### config.mk
export PLATFORM = sky130hd
export DESIGN_NAME = mc_rr_arbiter
export DESIGN_NICKNAME = d
export VERILOG_FILES = /design/src/rtl/mc_rr_arbiter.sv
export SDC_FILE = /design/constraint.sdc
export NUM_CORES = 1
export LEC_CHECK = 0
export CAP_MARGIN = 20
export CELL_PAD_IN_SITES_DETAIL_PLACEMENT = 0
export CELL_PAD_IN_SITES_GLOBAL_PLACEMENT = 1
export CORE_AREA = 2 2 173 175
export DETAILED_ROUTE_END_ITERATION = 8
export DIE_AREA = 0 0 175 177
export GPL_TIMING_DRIVEN = 0
export PLACE_DENSITY = 0.74
export SLEW_MARGIN = 30
export SYNTH_ARGS = -nofsm -noshare
export SYNTH_HDL_FRONTEND = slang
export SYNTH_SLANG_ARGS = --single-unit
export TNS_END_PERCENT = 50
### constraint.sdc
create_clock -name CLK -period 4.2 [get_ports CLK]
set_clock_uncertainty 0.2 [all_clocks]
set_input_delay 0.84 -clock CLK [delete_from_list [all_inputs] [get_ports CLK]]
set_output_delay 0.84 -clock CLK [all_outputs]
set_load 0.005 [all_outputs]
### src/rtl/mc_rr_arbiter.sv
// mc_rr_arbiter: shares one memory-controller master port among CONNECT_NUM
// requesters. It serves one transaction at a time and picks the next requester
// with a rotating round-robin pointer. It also has a response timeout, a
// one-cycle timeout error pulse and a completed-transaction counter.
module mc_rr_arbiter #(
  parameter int ADDR_WIDTH  = 32,
  parameter int DATA_WIDTH  = 32,
  parameter int CONNECT_NUM = 3,
  parameter int IDX_WIDTH   = 2,
  parameter int TIMEOUT     = 1024
) (
  input  logic                              CLK,
  input  logic                              RST_N,
  input  logic [CONNECT_NUM-1:0]            SLAVE_RECEIVE_ADDR_VALID,
  input  logic [ADDR_WIDTH*CONNECT_NUM-1:0] SLAVE_RECEIVE_ADDR,
  input  logic [CONNECT_NUM-1:0]            SLAVE_RECEIVE_DATA_VALID,
  input  logic [DATA_WIDTH*CONNECT_NUM-1:0] SLAVE_RECEIVE_DATA,
  output logic [CONNECT_NUM-1:0]            SLAVE_RECEIVE_READY,
  output logic [CONNECT_NUM-1:0]            SLAVE_SEND_VALID,
  output logic [DATA_WIDTH*CONNECT_NUM-1:0] SLAVE_SEND_DATA,
  input  logic [CONNECT_NUM-1:0]            SLAVE_SEND_READY,
  output logic                              MASTER_SEND_ADDR_VALID,
  output logic [ADDR_WIDTH-1:0]             MASTER_SEND_ADDR,
  output logic                              MASTER_SEND_DATA_VALID,
  output logic [DATA_WIDTH-1:0]             MASTER_SEND_DATA,
  input  logic                              MASTER_SEND_READY,
  input  logic                              MASTER_RECEIVE_VALID,
  input  logic [DATA_WIDTH-1:0]             MASTER_RECEIVE_DATA,
  output logic                              MASTER_RECEIVE_READY,
  output logic                              GRANT_VALID,
  output logic [IDX_WIDTH-1:0]              GRANT_INDEX,
  output logic                              TIMEOUT_ERR,
  output logic [31:0]                       TXN_COUNT
);

  typedef enum logic [1:0] {
    S_IDLE  = 2'd0,
    S_ISSUE = 2'd1,
    S_WAIT  = 2'd2
  } state_t;

  // Counter is just wide enough to reach TIMEOUT-1; with TIMEOUT=0 it free-runs unused.
  localparam int TO_W = (TIMEOUT > 1) ? $clog2(TIMEOUT) : 1;
  localparam logic [TO_W-1:0]      TO_LAST  = TO_W'((TIMEOUT > 0) ? TIMEOUT - 1 : 0);
  localparam logic [IDX_WIDTH-1:0] LAST_IDX = IDX_WIDTH'(CONNECT_NUM - 1);

  state_t               state, state_nx;
  logic [IDX_WIDTH-1:0] prio, prio_nx;
  logic [IDX_WIDTH-1:0] gidx, gidx_nx;
  logic [TO_W-1:0]      to_cnt, to_cnt_nx;
  logic [31:0]          txn_cnt, txn_nx;
  logic                 to_err, to_err_nx;

  logic [2*CONNECT_NUM-1:0] req_dbl, req_rot;
  logic                     pick_found;
  logic [IDX_WIDTH-1:0]     pick_idx;
  logic [CONNECT_NUM-1:0]   g_onehot;
  logic                     g_addr_vld, g_data_vld, g_send_rdy;
  logic [IDX_WIDTH-1:0]     prio_after;
  int                       a_off, d_off;

  // Wraps (base + ofs) back into the range 0 .. CONNECT_NUM-1.
  function automatic logic [IDX_WIDTH-1:0] wrap_idx(input logic [IDX_WIDTH-1:0] base,
                                                    input int ofs);
    int s;
    s = int'(base) + ofs;
    if (s >= CONNECT_NUM) s = s - CONNECT_NUM;
    return IDX_WIDTH'(s);
  endfunction

  // Bit k of req_rot is the request of requester (prio + k) mod CONNECT_NUM.
  assign req_dbl = {SLAVE_RECEIVE_ADDR_VALID, SLAVE_RECEIVE_ADDR_VALID};
  assign req_rot = req_dbl >> prio;

  assign g_onehot   = CONNECT_NUM'(1) << gidx;
  assign g_addr_vld = |(SLAVE_RECEIVE_ADDR_VALID & g_onehot);
  assign g_data_vld = |(SLAVE_RECEIVE_DATA_VALID & g_onehot);
  assign g_send_rdy = |(SLAVE_SEND_READY & g_onehot);
  assign prio_after = (gidx == LAST_IDX) ? '0 : gidx + IDX_WIDTH'(1);
  assign a_off      = int'(gidx) * ADDR_WIDTH;
  assign d_off      = int'(gidx) * DATA_WIDTH;

  assign GRANT_VALID = (state != S_IDLE);
  assign GRANT_INDEX = gidx;
  assign TIMEOUT_ERR = to_err;
  assign TXN_COUNT   = txn_cnt;

  // Round-robin pick: the lowest rotated position with a request wins.
  always_comb begin
    pick_found = 1'b0;
    pick_idx   = '0;
    for (int k = CONNECT_NUM - 1; k >= 0; k--) begin
      if (req_rot[k]) begin
        pick_found = 1'b1;
        pick_idx   = wrap_idx(prio, k);
      end
    end
  end

  // Next-state logic, bookkeeping updates and per-state handshake outputs.
  always_comb begin
    state_nx  = state;
    prio_nx   = prio;
    gidx_nx   = gidx;
    to_cnt_nx = to_cnt;
    txn_nx    = txn_cnt;
    to_err_nx = 1'b0;
    SLAVE_RECEIVE_READY    = '0;
    SLAVE_SEND_VALID       = '0;
    SLAVE_SEND_DATA        = '0;
    MASTER_SEND_ADDR_VALID = 1'b0;
    MASTER_SEND_ADDR       = '0;
    MASTER_SEND_DATA_VALID = 1'b0;
    MASTER_SEND_DATA       = '0;
    MASTER_RECEIVE_READY   = 1'b0;
    case (state)
      S_IDLE: begin
        if (pick_found) begin
          gidx_nx  = pick_idx;
          state_nx = S_ISSUE;
        end
      end
      S_ISSUE: begin
        MASTER_SEND_ADDR_VALID = g_addr_vld;
        MASTER_SEND_DATA_VALID = g_data_vld;
        MASTER_SEND_ADDR       = SLAVE_RECEIVE_ADDR[a_off +: ADDR_WIDTH];
        MASTER_SEND_DATA       = SLAVE_RECEIVE_DATA[d_off +: DATA_WIDTH];
        SLAVE_RECEIVE_READY    = g_onehot & {CONNECT_NUM{MASTER_SEND_READY & g_addr_vld}};
        if (g_addr_vld && MASTER_SEND_READY) begin
          state_nx  = S_WAIT;
          to_cnt_nx = '0;
        end else if (!g_addr_vld) begin
          // Requester withdrew before acceptance: re-arbitrate, pointer untouched.
          state_nx = S_IDLE;
        end
      end
      S_WAIT: begin
        SLAVE_SEND_VALID     = g_onehot & {CONNECT_NUM{MASTER_RECEIVE_VALID}};
        SLAVE_SEND_DATA      = {CONNECT_NUM{MASTER_RECEIVE_DATA}};
        MASTER_RECEIVE_READY = g_send_rdy;
        if (MASTER_RECEIVE_VALID && g_send_rdy) begin
          // A response on the expiry cycle still completes normally.
          state_nx = S_IDLE;
          prio_nx  = prio_after;
          txn_nx   = txn_cnt + 32'd1;
        end else if ((TIMEOUT != 0) && (to_cnt == TO_LAST)) begin
          state_nx  = S_IDLE;
          prio_nx   = prio_after;
          to_err_nx = 1'b1;
        end else begin
          to_cnt_nx = to_cnt + TO_W'(1);
        end
      end
      default: state_nx = S_IDLE;
    endcase
  end

  // State and bookkeeping registers; reset abandons any transaction in flight.
  always_ff @(posedge CLK or negedge RST_N) begin
    if (!RST_N) begin
      state   <= S_IDLE;
      prio    <= '0;
      gidx    <= '0;
      to_cnt  <= '0;
      txn_cnt <= '0;
      to_err  <= 1'b0;
    end else begin
      state   <= state_nx;
      prio    <= prio_nx;
      gidx    <= gidx_nx;
      to_cnt  <= to_cnt_nx;
      txn_cnt <= txn_nx;
      to_err  <= to_err_nx;
    end
  end

endmodule

Yosys cells after proc, flatten, opt, wreduce, memory -nomap -nowiden. Index checks and enable logic that the tools add are counted.

Memory bits (writable): 0. Latch bits: 0. Memories: 0. ROM bits: 0. Output and inout bits: 205. Bits in registers: 49.

Eq/ne operators: 10. Reductions and logical operators: 14. $add $sub $neg: 8. $mul: 0. Muxes and demuxes: 33. Shift operators: 4. Order comparisons: 3. Bitwise operators: 6. Div/mod/pow operators: 0.

Operators with widths (number): $shiftx A96 B8 Y32 (2); $mux W96 (1); $mux W32 (2); $add A32 B1 Y32 const B (1); $mux W10 (3); $mux W2 (14); $pmux W10 S2 (1); $and A3 B3 Y3 (5); $add A10 B1 Y10 const B (1); $eq A10 B10 Y1 const B (1); $mux W1 (9); $reduce_or A3 Y1 (3); $ne A2 B2 Y1 const B (4); $ge A3 B2 Y1 const B (2); $mux W3 (2); $ne A3 B3 Y1 const B (2); $pmux W2 S3 (1); $reduce_and A2 Y1 (3); $reduce_bool A2 Y1 (3); $shr A6 B2 Y3 (1); $sub A2 B2 Y2 const B (3); $eq A2 B2 Y1 const B (2); $reduce_and A4 Y1 (1); $add A2 B1 Y3 const B (1); other kinds (9) (10).

Longest topological paths before layout.
Depth after elaboration: 6. Gate-level depth with buffers: 8. Depth with buffers taken out: 7.

Least setup slack after synthesis. No wires, ideal clock.

Path type: register to output. Start: register gidx[1], in the netlist GRANT_INDEX[1]. End: output MASTER_SEND_ADDR[0]. Path buffers: 3. Slack: 1.583 ns. Data arrival time: 1.577 ns. Required time: 3.160 ns. Stages on the path, launching flop included: 7. Path through: dfrtp_1 -> clkbuf_1 -> nor2b_1 -> buf_2 -> buf_1 -> a21oi_1 -> nor2_1.

Cells in the longest elaborated chain, start to end: 2.

Ends and longest elaborated chain: from (decl) (line 49) `logic [IDX_WIDTH-1:0] gidx, gidx_nx;`; from (signal assigned) (line 170) `gidx <= gidx_nx;`; $shiftx A96 B8 Y32 (line 126) `MASTER_SEND_ADDR = SLAVE_RECEIVE_ADDR[a_off +: ADDR_WIDTH];`; $mux W32 (line 116) `case (state)`; to (decl) (line 23) `output logic [ADDR_WIDTH-1:0] MASTER_SEND_ADDR,`.

Every way passes these cells.

Worst setup path after layout.
Start: register gidx[1], in the netlist GRANT_INDEX[1]. End: output MASTER_SEND_ADDR[18].

Same word-level chain as after synthesis.

==> flow_metrics.py <==
metrics = {
    "yosys": {
        "synth_enable_flop_cells": 0,
        "synth.top_cell.area_share": 0.247,
        "ys_seq_area_frac": 0.247,
        "yosysWarnings": 0,
        "synthFlopType": "dfrtp_1",
        "avgSynthCellArea_um2": 7.45,
        "yosysUniqueCellTypes": 47,
        "netlist_area_um2": 4960,
        "synthCells": 666,
        "yosys-top-cells-area": "dfrtp_1, mux2i_1, nor2_1, buf_4, a21oi_1",
        "syn-num-nets": 908,
        "synthArstFlopShare": 1.00,
        "synth_top_area_cell": "dfrtp_1",
        "ys_ff_latch": 49,
    },
    "timing": {
        "finalCriticalPeriod_ns": 3.93,
        "min_period_over_period": 0.936,
        "tightest_slew_ns": 0.787,
        "final_hold_viol_count": 0,
        "hold_slack_ns": 0.205,
        "slew_viol_final": 0,
        "setup_viol": 0,
        "slew_headroom": 0.471,
        "rsz0062_at_grt": "no",
        "fin_setup_tns_ns": 0,
        "timing.fmax_mhz": 254,
    },
    "place": {
        "numPortBuffers": 440,
        "place_hpwl_mm": 23.5,
        "place_congestion": 0.800,
    },
    "setup_path": {
        "r2r_cells": 5,
        "worst_ep_required_time_ns": 3.16,
        "cp-start-kind": "flip-flop",
        "cp_max_fo": 10,
        "rrSetupSlack_ns": 1.36,
        "r2r_start": "GRANT_INDEX[0]$_DFFE_PN0P_",
        "arrival_ns": 2.89,
        "reg2reg_to": "TXN_COUNT[31]$_DFFE_PN0P_",
        "crit_start": "GRANT_INDEX[1]$_DFFE_PN0P_",
        "cp-end-kind": "output port",
        "path_class": "flip-flop to output port",
    },
    "global_route": {
        "grt_pass1_wl_mm": 39.0,
        "antenna_found_initial": 1,
        "grt_max_degree": 37,
        "first_global_vias": 6235,
        "overflow": 0,
        "grt_usage": 0.167,
    },
    "clock_tree": {
        "numCtsBuffers": 5,
        "post_cts_buffers": 0,
        "clock_sinks": 49,
        "path_clk_slew_ns": 0.06,
        "cts_buffer_depth": 2,
        "cts_tree": "built",
        "cts_htree_levels": 2,
        "cts_root_buf": "clkbuf_16",
        "worstSkewPairLatency_ns": 0.28,
        "postCtsHoldBufs": 0,
    },
    "power_and_ir_drop": {
        "ir_drop_uv": 222,
        "leakage_nw": 4.09,
        "power.density_nw_per_um2": 427,
    },
    "routing": {
        "drt_pass1_iterations": 5,
        "ant_nets": 0,
        "drt-total-wl_mm": 27.8,
        "post_drt_wl_per_cell_um": 18.5,
        "vias_per_cell": 4.23,
        "drc": 0,
        "vias": 6366,
        "drt_iter0_drc": 214,
    },
    "finish": {
        "multi_input_area_um2": 3070,
        "regArea_um2": 1230,
        "drive_gt1_frac": 0.0925,
        "final_nets": 1355,
        "areaGrowthSynthToFinish_pct": 102,
        "nFillCells": 3069,
        "antenna_cells": 0,
        "final_common_cell": "clkdlybuf4s50_1",
        "mostFrequentLayoutCells": "clkdlybuf4s50_1, nor2_1, a21oi_1, mux2i_1, buf_4",
    },
    "die": {
        "start_util": 0.170,
        "io_pins": 442,
        "die_h_um": 177,
        "row_count": 63,
        "fp.dieW_um": 175,
        "die-area_um2": 31000,
        "core_um2": 29200,
    },
    "hold_path": {
        "hold_class": "primary input to asynchronous set/reset pin",
    },
    "run": {
        "maxCapViolations": 0,
    },
    "run_status": {
        "status": "complete, no violations",
    },
}
==> per-stage QoR <==
step                      setup WS [ns]  instances  total power, mW  cell area, um2  utilization
after floorplan                    1.58        666             2.12            4960            -
after global placement         -0.00666       1496             3.93            9860        0.337
after detailed placement         0.0460       1497             3.92            9880        0.338
after CTS                        0.0329       1505             4.34           10000        0.343
after global routing             0.0132       1504             4.63           10000        0.343
final                             0.269       1504             4.28           10000        0.343
==> flip-flops by register name (all words and copies together), names as in the netlist <==
register     cells
TIMEOUT_ERR      1
prio             2
GRANT_INDEX      2
to_cnt          10
TXN_COUNT       32
state            2
==> cell usage after synthesis, types with 6 or more instances <==
master	instances
nand4_1	9
nand3_1	24
nor3_1	16
xor2_1	9
o21ai_0	16
inv_1	11
nor2_1	147
and3_1	11
nand2_1	24
buf_1	6
buf_2	7
and2_1	34
xnor2_1	22
buf_4	65
a21oi_1	71
mux2i_1	68
dfrtp_1	49
clkbuf_1	25
==> routing by layer <==
| metal | vias up | wire length, um | GRT usage |
|---|---|---|---|
| li1 | 3102 | - | - |
| met2 | 293 | 14200 | 0.302 |
| met4 | 2 | 265 | 0.0229 |
| met1 | 2951 | 11400 | 0.205 |
| met5 | - | 10 | 0 |
| met3 | 18 | 1910 | 0.0380 |
==> kinds of logic (layout without fill, tap and decap cells) <==
kind of cell | count (synthesis) | after routing | synth area share
simple gates | 290 | 290 | 0.283
buf+inv | 114 | 562 | 0.137
compound gates | 106 | 106 | 0.121
mux | 70 | 70 | 0.142
flops | 49 | 49 | 0.247
xor+xnor | 32 | 32 | 0.0580
fa+ha+maj | 5 | 5 | 0.0126
==> critical path: stages (launching register included) <==
cell and delay (ns):
dfrtp_1 0.41, clkbuf_2 0.32, buf_1 0.56, clkbuf_1 0.47, nor2_1 0.10, a21oi_1 0.19, nor2_1 0.07, clkdlybuf4s50_1 0.47
==> what timing repair did <==
item	in CTS	in global routing
gates resized for setup	3	4
cloned	0	0
setup endpoints to repair	40	16
==> layout make-up <==
cell class	count	share of cell area
plain buffers	102	0.0640
well taps	390	0.0487
repair buffers	441	0.441
inverters	11	0.00412
clock inverters	3	0.00175
multi-input cells	503	0.306
flip-flops and latches	49	0.122
clock buffers	5	0.0125
==> report_power, final <==
part,internal (mW),switching [mW],total (mW)
clock network,0.219,0.171,0.389
logic,1.72,1.56,3.28
registers,0.522,0.0877,0.610
total,2.46,1.82,4.28
==> worst max path at each step <==
| stage | endpoint |
|---|---|
| 2_1_floorplan | MASTER_SEND_ADDR[0] |
| 3_3_place_gp | MASTER_SEND_ADDR[21] |
| 3_5_place_dp | MASTER_SEND_ADDR[21] |
| 4_1_cts | MASTER_SEND_ADDR[25] |
| 5_1_grt | MASTER_SEND_ADDR[8] |
| 6_report | MASTER_SEND_ADDR[18] |
Power figures use the tool's default switching activity.
